## config.mk

```make
export PLATFORM = sky130hd
export DESIGN_NAME = led_seq_cpu
export DESIGN_NICKNAME = d
export VERILOG_FILES = /design/src/rtl/led_seq_cpu.sv
export SDC_FILE = /design/constraint.sdc
export NUM_CORES = 1
export LEC_CHECK = 0
export CAP_MARGIN = 0
export CELL_PAD_IN_SITES_DETAIL_PLACEMENT = 0
export CELL_PAD_IN_SITES_GLOBAL_PLACEMENT = 1
export CORE_ASPECT_RATIO = 1.2
export CORE_MARGIN = 5
export CORE_UTILIZATION = 38
export DETAILED_ROUTE_END_ITERATION = 6
export GPL_TIMING_DRIVEN = 0
export PLACE_DENSITY = 0.91
export SYNTH_ARGS = -nofsm -noshare
export SYNTH_HDL_FRONTEND = slang
export SYNTH_SLANG_ARGS = --single-unit
```

## constraint.sdc

```tcl
create_clock -name clk -period 3.3 [get_ports clk]
set_clock_uncertainty 0.1 [all_clocks]
set_input_delay 0.66 -clock clk [delete_from_list [all_inputs] [get_ports clk]]
set_output_delay 0.66 -clock clk [all_outputs]
set_load 0.01 [all_outputs]
```

## src/rtl/led_seq_cpu.sv

```systemverilog
// LED instruction sequencer: fetches {opcode, operand} from an external program store and drives a W-bit LED register.
// Optional WAIT opcode and its countdown state are built only when LED_SEQ_CPU_WAIT_EN is defined.
module led_seq_cpu #(
   parameter int unsigned W = 4
) (
   input  logic         clk,
   input  logic         n_reset,
   input  logic         en,
   input  logic [W+3:0] data,
   output logic [W-1:0] addr,
   output logic [W-1:0] led,
   output logic         halted
);

   typedef enum logic [3:0] {
      OP_NOP  = 4'd0,
      OP_NOT  = 4'd1,
      OP_LD   = 4'd2,
      OP_XOR  = 4'd3,
      OP_ROL  = 4'd4,
      OP_JMP  = 4'd5,
      OP_JNZ  = 4'd6,
      OP_WAIT = 4'd7,
      OP_HALT = 4'd8
   } opcode_t;

`ifdef LED_SEQ_CPU_WAIT_EN
   typedef enum logic [1:0] {
      S_RUN  = 2'd0,
      S_WAIT = 2'd1,
      S_HALT = 2'd2
   } state_t;
`else
   typedef enum logic [1:0] {
      S_RUN  = 2'd0,
      S_HALT = 2'd2
   } state_t;
`endif

   state_t         state;
   logic [3:0]     opc;
   logic [W-1:0]   operand;
   logic [W-1:0]   ip_inc;
`ifdef LED_SEQ_CPU_WAIT_EN
   logic [W-1:0]   cnt;
`endif

   always_comb begin
      opc     = data[W+3:W];
      operand = data[W-1:0];
      ip_inc  = addr + W'(1);
   end

   always_ff @(posedge clk or negedge n_reset) begin
      if (!n_reset) begin
         state  <= S_RUN;
         addr   <= '0;
         led    <= '0;
         halted <= 1'b0;
`ifdef LED_SEQ_CPU_WAIT_EN
         cnt    <= '0;
`endif
      end else if (en) begin
         case (state)
            S_RUN: begin
               case (opc)
                  OP_NOT: begin
                     led  <= ~led;
                     addr <= ip_inc;
                  end
                  OP_LD: begin
                     led  <= operand;
                     addr <= ip_inc;
                  end
                  OP_XOR: begin
                     led  <= led ^ operand;
                     addr <= ip_inc;
                  end
                  OP_ROL: begin
                     led  <= {led[W-2:0], led[W-1]};
                     addr <= ip_inc;
                  end
                  OP_JMP: addr <= operand;
                  OP_JNZ: addr <= (led != '0) ? operand : ip_inc;
`ifdef LED_SEQ_CPU_WAIT_EN
                  // The RUN cycle counts as the first of n+1, so the counter exits on 1.
                  OP_WAIT: begin
                     if (operand == '0) begin
                        addr <= ip_inc;
                     end else begin
                        cnt   <= operand;
                        state <= S_WAIT;
                     end
                  end
`endif
                  OP_HALT: begin
                     state  <= S_HALT;
                     halted <= 1'b1;
                  end
                  default: addr <= ip_inc;
               endcase
            end
`ifdef LED_SEQ_CPU_WAIT_EN
            S_WAIT: begin
               cnt <= cnt - W'(1);
               if (cnt == W'(1)) begin
                  state <= S_RUN;
                  addr  <= ip_inc;
               end
            end
`endif
            S_HALT: halted <= 1'b1;
            default: state <= S_RUN;
         endcase
      end
   end

endmodule
```

==> reports/summary.txt, run 1 <==
Crit path buffers/inverters -> 1
H-tree depth -> 1
cts hold-fix bufs -> 0
Initial DRC Count -> 12
post-layout instance area -> 1036 µm²
Final Cycle Share -> 73.01%
Synth Net Count -> 94
ys async rst share -> 100.0%
Sink Count -> 10
DRC errors left -> 0
Detail Placement HPWL -> 1.491 mm
Critical Path RT -> 3.35 ns
RSZ-0062 raised after global routing -> no
Syn Std Cell Area -> 784.5 µm²
CTS Buffer Depth -> 2
pin count of the biggest net entering global routing -> 11
Post-synth top cells -> 10 x dfrtp_1, 6 x a21oi_1, 5 x inv_1, 5 x nor2_1, 5 x o21ai_0
die width -> 51.48 µm
Worst-path clk slew -> 0.08 ns
Final ANT Viol Nets -> 0
status -> finished clean
ranking of synthesized cells by area -> dfrtp_1 32%, a311o_1 5.1%, o311ai_1 4.5%
CP Capture Type -> flip-flop
initial antenna violation count -> 0
cell taking the most area after synthesis -> dfrtp_1
CP delay by family, top -> simple AND/OR/NAND/NOR gates
Die Footprint -> 3077 µm²
Area after DPL -> 999.7 µm²
Slew Viols, Final -> 0
port buffer count -> 19
P&R area growth vs syn -> 32.06%
max-cap violations -> 0
Ant. Diodes -> 0
GRT Total Usage -> 14.04%
cells along the critical path -> clkdlybuf4s50_1 > or3b_1 > nor4b_2 > a311o_1 > a21oi_1
Tmin final -> 2.409 ns
clock latency on the worst-skew pair -> 0.26 ns
count leader, synth -> dfrtp_1
Detailed Routing Iterations Pass 1 -> 6
IO Pins -> 20
post-synth top area share -> 31.90%
setup TNS -> 0 ns
CP max FO -> 8
share of cells above drive strength 1 -> 10.48%
most used flip-flop cell after synthesis -> dfrtp_1
Synth cell types -> 35
DR vias -> 755
worst path arrival time -> 2.45 ns
vias in the first global route -> 707
Worst Hold Class -> flip-flop to flip-flop
Root Driver -> clkbuf_4
CTS tree -> yes
Setup CP Type -> input port to flip-flop
Final GP Congestion -> 0.8510
drt wl/cell -> 15.57 µm
Final Hold Fails -> 0
CP startpoint kind -> input port
total gr overflow -> 0
drt total wl -> 1.946 mm
Slew HR -> 56.01%
sequential area share after synthesis -> 31.90%
slowest CP cell -> clkdlybuf4s50_1
Synth Instances -> 82
number of synthesized register bits -> 10
Initial Util -> 38.70%
vias per inst -> 6.040
Leak -> 0.3872 nW
CP peak stage delay -> 0.56 ns
die height -> 59.77 µm
setup bufs post-CTS -> 0
endpoints failing setup -> 0
Worst-Margin Slew -> 0.6507 ns
# rows -> 18
fmax -> 415.0 MHz
core box area -> 2027 µm²
Syn Area/Cell -> 9.567 µm²
number of enable flip-flop cells after synthesis -> 0
first-pass GRT wire length -> 3.332 mm
Tot Pwr -> 0.0006420 W
CTS Buf Count -> 3
number of nets in the layout -> 118
Yosys warnings -> 0
Worst VDD drop -> 310.3 µV
pwr dens -> 619.7 nW/µm²
CTS resizes -> 0
[worst register-to-register path: stages, from the launching register on]
cell,delay [ns]
dfrtp_1,0.44
or4_4,0.57
a21oi_4,0.25
mux2i_1,0.22
a2bb2oi_1,0.08
[layout make-up]
class | instances | area (µm²)
Buffer | 2 | 15.01
Clock buffer | 4 | 36.28
Fill cell | 190 | 991.0
Inverter | 5 | 18.77
Multi-Input combinational cell | 65 | 500.5
Sequential cell | 10 | 250.2
Tap cell | 20 | 25.02
Timing Repair Buffer | 19 | 190.2
[cell families after synthesis]
kind of cell / Yosys count / share of synthesized area (%)
DFF: 10 / 31.90
and+or+nand+nor: 28 / 25.36
muxes: 2 / 2.552
adders and majority gates: 1 / 1.595
buffers and inverters: 7 / 4.306
AOI/OAI and AO/OA: 34 / 34.29
[through the flow]
step                      instances  worst slack [ns]  utilization [%]  hold WS, ns
after floorplan                  82             1.421                -       0.2644
after global placement          121            0.6333            49.32       0.3558
after detailed placement        121            0.6026            49.32       0.3562
after CTS                       125            0.8917            51.11       0.3786
after global routing            125            0.7363            51.11       0.4272
final                           125            0.8906            51.11       0.3725
[registers in the layout, indices dropped and copies added, names as in the netlist]
signal / count
addr: 4
halted: 1
led: 4
state: 1
[cell usage in the layout (no fill, tap or decap), drive strengths merged, types with 5 or more instances in the layout]
| cell | instances |
|---|---|
| clkbuf | 5 |
| nor2 | 5 |
| inv | 5 |
| dfrtp | 10 |
| o21ai | 5 |
| a21oi | 8 |
| clkdlybuf4s50 | 19 |
[worst paths after layout]
kind	from	to	slack, ns	cells after the start
hold / removal	halted$_DFFE_PN0P_	halted$_DFFE_PN0P_	0.37	1
setup / recovery	data[7]	led[2]$_DFFE_PN0P_	0.89	5
max in group asynchronous	n_reset	addr[3]$_DFFE_PN0P_	2.16	1
setup reg to reg	led[0]$_DFFE_PN0P_	addr[3]$_DFFE_PN0P_	1.49	4
hold reg to reg	halted$_DFFE_PN0P_	halted$_DFFE_PN0P_	0.37	1
min in group asynchronous	n_reset	led[1]$_DFFE_PN0P_	0.61	1
[power by group]
part           internal, W  switching, W
Clock            0.0000669     0.0000441
Combinational     0.000172      0.000121
Sequential        0.000170     0.0000674
Total             0.000409      0.000233
[metal layers]
metal | GRT usage (%) | wire length (µm) | vias up
met5 | 0 | 0 | -
met4 | 6.742 | 51 | 0
met3 | 1.496 | 72 | 5
met2 | 23.82 | 919 | 18
met1 | 17.67 | 903 | 361
li1 | - | - | 371
No activity file was read; power rests on OpenSTA's default activity.
==> run 2: changes to the inputs <==
--- a/config.mk
+++ b/config.mk
@@ -10,10 +10,10 @@
 export CELL_PAD_IN_SITES_GLOBAL_PLACEMENT = 1
 export CORE_ASPECT_RATIO = 1.2
 export CORE_MARGIN = 5
-export CORE_UTILIZATION = 38
+export CORE_UTILIZATION = 32
 export DETAILED_ROUTE_END_ITERATION = 6
 export GPL_TIMING_DRIVEN = 0
-export PLACE_DENSITY = 0.91
+export PLACE_DENSITY = 0.83
 export SYNTH_ARGS = -nofsm -noshare
 export SYNTH_HDL_FRONTEND = slang
 export SYNTH_SLANG_ARGS = --single-unit
==> constraint.sdc (replaced) <==
create_clock -name clk -period 2.2 [get_ports clk]
set_clock_uncertainty 0.1 [all_clocks]
set_input_delay 0.44 -clock clk [delete_from_list [all_inputs] [get_ports clk]]
set_output_delay 0.44 -clock clk [all_outputs]
set_load 0.01 [all_outputs]
==> reports/summary.txt, run 2 (same netlist as run 1, synthesis figures left out) <==
status -> finished clean (unchanged)
Final Non-Filler Cells -> 136 (was 125)
first-pass GRT wire length -> 3.387 mm (was 3.332 mm)
die height -> 64.24 µm (was 59.77 µm)
Setup CP Type -> input port to flip-flop (unchanged)
biggest regs -> addr: 4 flops, led: 4 flops (unchanged)
Slew Viols, Final -> 0 (unchanged)
Slew HR -> 56.81% (was 56.01%)
CTS tree -> yes (unchanged)
pin count of the biggest net entering global routing -> 11 (unchanged)
CP endpoint -> led[1]$_DFFE_PN0P_ (was led[2]$_DFFE_PN0P_)
IO Pins -> 20 (unchanged)
Tmin final -> 2.088 ns
drt wl/cell -> 15.04 µm (was 15.57 µm)
fmax -> 478.9 MHz
Worst Hold Class -> flip-flop to flip-flop (unchanged)
Die Footprint -> 3546 µm² (was 3077 µm²)
Sink Count -> 10 (unchanged)
port buffer count -> 19 (unchanged)
H-tree depth -> 1 (unchanged)
Detailed Routing Iterations Pass 1 -> 4 (was 6)
commonest non-fill, non-tap cell in the layout -> clkdlybuf4s50_1 (unchanged)
DRC errors left -> 0 (unchanged)
pwr dens -> 915.5 nW/µm² (was 619.7 nW/µm²)
total gr overflow -> 0 (unchanged)
CP startpoint kind -> input port (unchanged)
CP max FO -> 9 (was 8)
Leak -> 0.3947 nW (was 0.3872 nW)
number of nets in the layout -> 118 (unchanged)
RSZ-0062 raised after global routing -> no (unchanged)
die width -> 55.20 µm (was 51.48 µm)
Worst VDD drop -> 488.7 µV (was 310.3 µV)
share of cells above drive strength 1 -> 11.43% (was 10.48%)
Placed Instances -> 132 (was 121)
drt total wl -> 2.045 mm (was 1.946 mm)
most frequent cells in the layout -> 19 x clkdlybuf4s50_1, 10 x dfrtp_1, 6 x a21oi_1 (unchanged)
WL met3 -> 68 µm (was 72 µm)
Ant. Diodes -> 0 (unchanged)
GRT Total Usage -> 11.83% (was 14.04%)
hold path depth -> 1 (unchanged)
r2r endpoint -> addr[1]$_DFFE_PN0P_ (was addr[3]$_DFFE_PN0P_)
CP Capture Type -> flip-flop (unchanged)
Root Driver -> clkbuf_4 (unchanged)
Final ANT Viol Nets -> 0 (unchanged)
Initial Util -> 33.67% (was 38.70%)
initial antenna violation count -> 0 (unchanged)
DR vias -> 750 (was 755)
CTS Buf Count -> 3 (unchanged)
reg2reg start -> led[0]$_DFFE_PN0P_ (unchanged)
P&R area growth vs syn -> 35.73% (was 32.06%)
Final Cycle Share -> 94.92%
fillers -> 228 (was 190)
worst path arrival time -> 2.15 ns (was 2.45 ns)
Initial DRC Count -> 20 (was 12)
r2r setup slk -> 0.36 ns (was 1.49 ns)
Final Hold Fails -> 0 (unchanged)
# rows -> 19 (was 18)
area occupied by multi-input gates -> 515.5 µm² (was 500.5 µm²)
Worst Hold Slack -> 0.3765 ns (was 0.3725 ns)
Detail Placement HPWL -> 1.542 mm (was 1.491 mm)
uppermost routed layer -> met4 (unchanged)
Worst-Margin Slew -> 0.6465 ns (was 0.6507 ns)
origin of the worst setup path -> data[6] (was data[7])
vias in the first global route -> 705 (was 707)
CTS Buffer Depth -> 2 (unchanged)
endpoints failing setup -> 0 (unchanged)
worst r2r path cells -> 4 (unchanged)
M1 WL -> 924 µm (was 903 µm)
vias per inst -> 5.515 (was 6.040)
clock latency on the worst-skew pair -> 0.27 ns (was 0.26 ns)
max-cap violations -> 0 (unchanged)
Critical Path RT -> 2.26 ns (was 3.35 ns)
Final GP Congestion -> 0.7911 (was 0.8510)
wire length on met2 -> 1.001 mm (was 919 µm)
core box area -> 2330 µm² (was 2027 µm²)
Reg area -> 250.2 µm² (unchanged)
Worst-path clk slew -> 0.07 ns (was 0.08 ns)
==> run 2: how the worst min path moves through the flow <==
stage	from	to	slack, ns
after floorplan	n_reset	addr[0]$_DFFE_PN0P_	0.04
after global placement	halted$_DFFE_PN0P_	halted$_DFFE_PN0P_	0.35
after detailed placement	halted$_DFFE_PN0P_	halted$_DFFE_PN0P_	0.36
after CTS	halted$_DFFE_PN0P_	halted$_DFFE_PN0P_	0.38
after global routing	halted$_DFFE_PN0P_	halted$_DFFE_PN0P_	0.39
final	halted$_DFFE_PN0P_	halted$_DFFE_PN0P_	0.38
==> run 2: layout make-up <==
| cell class | count | area share, % |
|---|---|---|
| multi-input cells | 65 | 48.41 |
| flip-flops and latches | 10 | 23.50 |
| repair buffers | 19 | 17.86 |
| well taps | 31 | 3.643 |
| clock buffers | 4 | 3.408 |
| inverters | 5 | 1.763 |
| plain buffers | 2 | 1.410 |
==> run 2: worst max-delay path, cell delays in order <==
cell and delay, ns:
clkdlybuf4s50_1 0.64, or3b_1 0.41, buf_6 0.15, a21oi_4 0.23, a311o_1 0.21, a21oi_1 0.06
==> run 2: report_power, final <==
group          leakage [nW]  total (W)  switching [W]  internal, W
registers             0.109   0.000359       0.000104     0.000255
logic                 0.265   0.000444       0.000185     0.000259
clock network        0.0210   0.000172      0.0000713     0.000101
total                 0.395   0.000975       0.000360     0.000615
==> run 2: repair_timing <==
action / CTS / global route
hold buffers: 0 / 0
resized for setup: 0 / 2
setup buffers: 0 / 0
setup endpoints to repair: 0 / 4
==> run 2: through the flow <==
stage / power [W] / setup TNS, ns / util [%] / worst slack (ns) / instance area, µm²
floorplan: 0.0005792 / 0 / - / 0.4770 / 784.5
global placement: 0.0007936 / -1.684 / 43.50 / -0.2545 / 1013
detailed placement: 0.0008083 / -1.685 / 43.50 / -0.2311 / 1013
CTS: 0.0009840 / 0 / 45.06 / 0.05921 / 1050
global route: 0.001050 / 0 / 45.70 / 0.01874 / 1065
finish: 0.0009748 / 0 / 45.70 / 0.1117 / 1065
==> run 2: metal layers <==
layer | GRT usage, % | up-vias
li1 | - | 373
met1 | 14.61 | 353
met2 | 19.23 | 19
met3 | 1.811 | 5
met4 | 7.295 | 0
met5 | 0 | -
